[src/rtl/mem_arbiter.sv]
// mem_arbiter: shares one single-port memory between instruction fetch and load/store,
// data wins by default and a starvation counter forces fetch after STARVE_LIMIT data grants.
module mem_arbiter #(
  parameter int ADDR_WIDTH   = 32,
  parameter int DATA_WIDTH   = 32,
  parameter int STARVE_LIMIT = 4
) (
  input  logic                    clk,
  input  logic                    rst,
  input  logic                    if_req,
  input  logic [ADDR_WIDTH-1:0]   if_addr,
  output logic [DATA_WIDTH-1:0]   if_rdata,
  output logic                    if_done,
  input  logic                    d_req,
  input  logic                    d_we,
  input  logic [DATA_WIDTH/8-1:0] d_be,
  input  logic [ADDR_WIDTH-1:0]   d_addr,
  input  logic [DATA_WIDTH-1:0]   d_wdata,
  output logic [DATA_WIDTH-1:0]   d_rdata,
  output logic                    d_done,
  output logic                    mem_valid,
  output logic                    mem_we,
  output logic [DATA_WIDTH/8-1:0] mem_be,
  output logic [ADDR_WIDTH-1:0]   mem_addr,
  output logic [DATA_WIDTH-1:0]   mem_wdata,
  input  logic                    mem_ready,
  input  logic                    mem_rvalid,
  input  logic [DATA_WIDTH-1:0]   mem_rdata,
  output logic                    busy
);
  localparam int BW = DATA_WIDTH / 8;
  localparam int CW = $clog2(STARVE_LIMIT + 1);
  typedef enum logic [1:0] {IDLE, REQ, WAIT_RESP, DONE} state_t;
  state_t                state_q;
  logic [CW-1:0]         starve_q;
  logic                  own_if_q, we_q, valid_q, if_done_q, d_done_q;
  logic [BW-1:0]         be_q;
  logic [ADDR_WIDTH-1:0] addr_q;
  logic [DATA_WIDTH-1:0] wdata_q, if_rdata_q, d_rdata_q;
  logic                  starved, grant_if;
  assign starved  = starve_q == CW'(STARVE_LIMIT);
  assign grant_if = if_req && (!d_req || starved);
  always_ff @(posedge clk or posedge rst) begin
    if (rst) begin
      state_q    <= IDLE;
      starve_q   <= '0;
      own_if_q   <= 1'b0;
      we_q       <= 1'b0;
      valid_q    <= 1'b0;
      if_done_q  <= 1'b0;
      d_done_q   <= 1'b0;
      be_q       <= '0;
      addr_q     <= '0;
      wdata_q    <= '0;
      if_rdata_q <= '0;
      d_rdata_q  <= '0;
    end else begin
      if_done_q <= 1'b0;
      d_done_q  <= 1'b0;
      case (state_q)
        IDLE: if (if_req || d_req) begin
          own_if_q <= grant_if;
          we_q     <= grant_if ? 1'b0 : d_we;
          be_q     <= grant_if ? '1 : d_be;
          addr_q   <= grant_if ? if_addr : d_addr;
          wdata_q  <= d_wdata;
          starve_q <= grant_if ? '0 : (if_req && !starved) ? starve_q + 1'b1 : starve_q;
          valid_q  <= 1'b1;
          state_q  <= REQ;
        end
        // only data transactions can be writes, so a write always completes to the data port
        REQ: if (mem_ready) begin
          valid_q  <= 1'b0;
          state_q  <= we_q ? DONE : WAIT_RESP;
          d_done_q <= we_q;
        end
        WAIT_RESP: if (mem_rvalid) begin
          if (own_if_q) if_rdata_q <= mem_rdata;
          else d_rdata_q <= mem_rdata;
          if_done_q <= own_if_q;
          d_done_q  <= !own_if_q;
          state_q   <= DONE;
        end
        default: state_q <= IDLE;
      endcase
    end
  end
  assign if_rdata  = if_rdata_q;
  assign if_done   = if_done_q;
  assign d_rdata   = d_rdata_q;
  assign d_done    = d_done_q;
  assign mem_valid = valid_q;
  assign mem_we    = valid_q && we_q;
  assign mem_be    = valid_q ? be_q : '0;
  assign mem_addr  = addr_q;
  assign mem_wdata = wdata_q;
  assign busy      = state_q != IDLE;
endmodule

[config.mk]
export PLATFORM = sky130hd
export DESIGN_NAME = mem_arbiter
export DESIGN_NICKNAME = d
export VERILOG_FILES = /design/src/rtl/mem_arbiter.sv
export SDC_FILE = /design/constraint.sdc
export NUM_CORES = 1
export LEC_CHECK = 0
export CORE_ASPECT_RATIO = 0.5
export CORE_UTILIZATION = 30
export DETAILED_ROUTE_END_ITERATION = 8
export PLACE_DENSITY = 0.7
export SLEW_MARGIN = 20
export SYNTH_ARGS = -nofsm -noshare
export SYNTH_HDL_FRONTEND = slang
export SYNTH_SLANG_ARGS = --single-unit
[constraint.sdc]
create_clock -name clk -period 4.3 [get_ports clk]
set_input_delay 0.43 -clock clk [delete_from_list [all_inputs] [get_ports clk]]
set_output_delay 0.43 -clock clk [all_outputs]
set_load 0.03 [all_outputs]
==> impl_metrics.toml <==
[status]
status = "complete, no violations"

[worst_setup_path]
crit_slowest_cell = "o21a_2"
cp_slowest_stage_delay_ps = 850
r2r_slack_ps = 2120
critPathLaunchType = "input port"
crit_top_cell = "nand2_1"
cp_max_fo = 47
worstPathCellList = "clkdlybuf4s50_1, o21a_2, buf_4, nand2_1, nand2_1"
cp.arrival_ps = 2720
end_kind = "flip-flop"
worstPathRequired_ps = 4640
crit_type = "in -> reg"

[synth]
synth_edf_count = 0
yosysMostFrequentCell = "nand2_1"
synth_nets = 676
synth_top_flop_cell = "dfrtp_1"
synth-seq-cells = 142
synth_area_leader_cell = "dfrtp_1"
synth_top_cell_area_share = 0.6014
synth_area_per_cell_um2 = 11.13
synth_area_leaders = "dfrtp_1 (60%), mux2_2 (13%), nand2_1 (11%), o211ai_1 (3.9%), nand4_1 (3.4%)"
synthArstFlopShare = 1.000
ys_types = 32
ys_warn_count = 0
yosysSeqAreaShare = 0.6014
synth_cells = 531
netlist_top_cells_count = "nand2_1 (166), dfrtp_1 (142), mux2_2 (66)"
synth.cell_area_um2 = 5908

[grt]
antenna_found_initial = 0
grt_overflow_total = 0
track_usage = 0.1732
grt_first_pass_wirelength_um = 27430
grt_pass1_vias = 5161
grt_start_max_net_pins = 82

[final_layout]
num-fill-cells = 1683
ff_latch_area_um2 = 3553
drive_gt1_frac = 0.1372
multi_input_area_um2 = 2143
instances_no_fill = 1068
postLayoutCoreUtil = 0.5028
fin_nets = 941
diodes = 0
final_area_um2 = 9468
syn_to_final_growth_pct = 60.25

[sta]
slew_headroom = 0.3618
holdWs_ps = 472.3
min_period_ps = 2377
tns_ps = 0
finalSetupViolations = 0
fin_ws_ps = 1923
drv_slew = 0
hold_violations = 0
worst_slew_pin_slew_ps = 957.3
rsz0062_at_grt = "false"
clock_skew_ps = 10.67
post-route-period-util = 0.5528
timing.fmax_ghz = 0.4207

[worst_hold_path]
holdCritPathClass = "reg -> reg"

[power]
p_total_mw = 7.937
leakagePower_nw = 4.059
power.density_nw_per_um2 = 838.4
ir_drop_v = 0.0003543

[detailed_routing]
vias = 4963
top_layer = "met4"
m1WireLength_um = 7396
drt_iter0_drc = 270
antenna_left = 0
drt_first_pass_iters = 7
via_per_inst = 4.647
routed_wl_um = 17800
wire_per_inst_um = 16.67
drc = 0
dr_wl_met2_um = 9470
dr_wl_met3_um = 471

[floorplan]
fp-row-count = 35
die_width_um = 200.5
num_io_pins = 276
initial_core_util = 0.3138
die_y_um = 101.2
core_region_area_um2 = 18830
dieArea_um2 = 20290

[clocking]
root_buffer = "clkbuf_16"
clk_pin_slew_ps = 60
htree_levels = 4
clkSinkCount = 142
clk_latency_ps = 410
cts_tree = "yes"
cts_resized = 0
post_cts_buffers = 0
cts_hold_buf = 0
clockBufferDepth = 2
numCtsBuffers = 17

[placement]
place.port_buffers = 275
dp_hpwl_um = 12480
dp_slack_ps = 1515
dp.cells = 1036
globalplace.congestion = 0.7725
place_area_um2 = 8872

[run]
maxCapViolCount = 0
==> critical path: cells and delay by family <==
kind,cells,cell delay [ps]
and+or+nand+nor,2,170
AOI/OAI and AO/OA,1,850
buffers and inverters,2,1240
==> cells in the final DEF (no fill, tap or decap), types with 2 or more instances in the layout <==
master / n
a21oi_1: 5
clkbuf_16: 17
clkdlybuf4s50_1: 275
dfrtp_1: 142
inv_6: 6
o21ai_0: 2
clkinv_4: 3
inv_1: 8
nand3_1: 2
nor2_1: 10
mux2_2: 66
bufinv_16: 2
and2_1: 6
buf_4: 8
a21o_1: 2
nand2_1: 166
o211ai_1: 31
clkinvlp_4: 3
ha_1: 6
nand4_1: 32
==> registers in the layout, summed over array words and instances (netlist names) <==
signal and flops:
be_q 4, d_done 1, d_rdata 32, if_done 1
if_rdata 32, mem_addr 32, mem_valid 1, mem_wdata 32
own_if_q 1, starve_q 3, state_q 2, we_q 1
==> routing by layer <==
layer  up-vias  global-route usage
met5         -                   0
li1       2349                   -
met3        26             0.02896
met1      2474              0.2017
met2       114              0.3194
met4         0             0.07868
==> path summary, 6_finish.rpt <==
kind                       cells after the start                 startpoint                         to
min in group asynchronous                      2                        rst    if_rdata[2]$_DFFE_PP0P_
max in group asynchronous                      3                        rst     d_rdata[6]$_DFFE_PP0P_
setup / recovery                               5                     if_req  mem_wdata[10]$_DFFE_PP0P_
setup reg to reg                               4     state_q[0]$_DFFE_PP0P_    if_rdata[1]$_DFFE_PP0P_
hold / removal                                 2  mem_wdata[23]$_DFFE_PP0P_  mem_wdata[23]$_DFFE_PP0P_
hold reg to reg                                2  mem_wdata[23]$_DFFE_PP0P_  mem_wdata[23]$_DFFE_PP0P_
==> layout make-up <==
type                       instances  area share
clock buffer                      19     0.04678
clock inverter                    13     0.01612
tap                              259     0.03423
sequential                       142      0.3753
timing repair buffer             283      0.2971
inverter                           9    0.004097
multi-input combinational        343      0.2264
==> where the power goes <==
part	leakage, nW	switching [mW]	total, mW	internal (mW)
Clock	0.282	0.598	1.48	0.883
Combinational	2.05	2.37	4.12	1.74
Sequential	1.73	0.347	2.34	1.99
Total	4.06	3.32	7.94	4.62
==> cells by family (layout without fill, tap and decap cells) <==
| family | Yosys count | after routing | share of synthesized area |
|---|---|---|---|
| AND/OR/NAND/NOR | 220 | 220 | 0.1582 |
| flip-flops | 142 | 142 | 0.6014 |
| multiplexers | 66 | 66 | 0.1258 |
| AO/OA/AOI/OAI | 51 | 51 | 0.06374 |
| buffers and inverters | 46 | 324 | 0.03812 |
| adder cells (fa/ha/maj) | 6 | 6 | 0.01271 |
(Power assumes the default switching activity.)
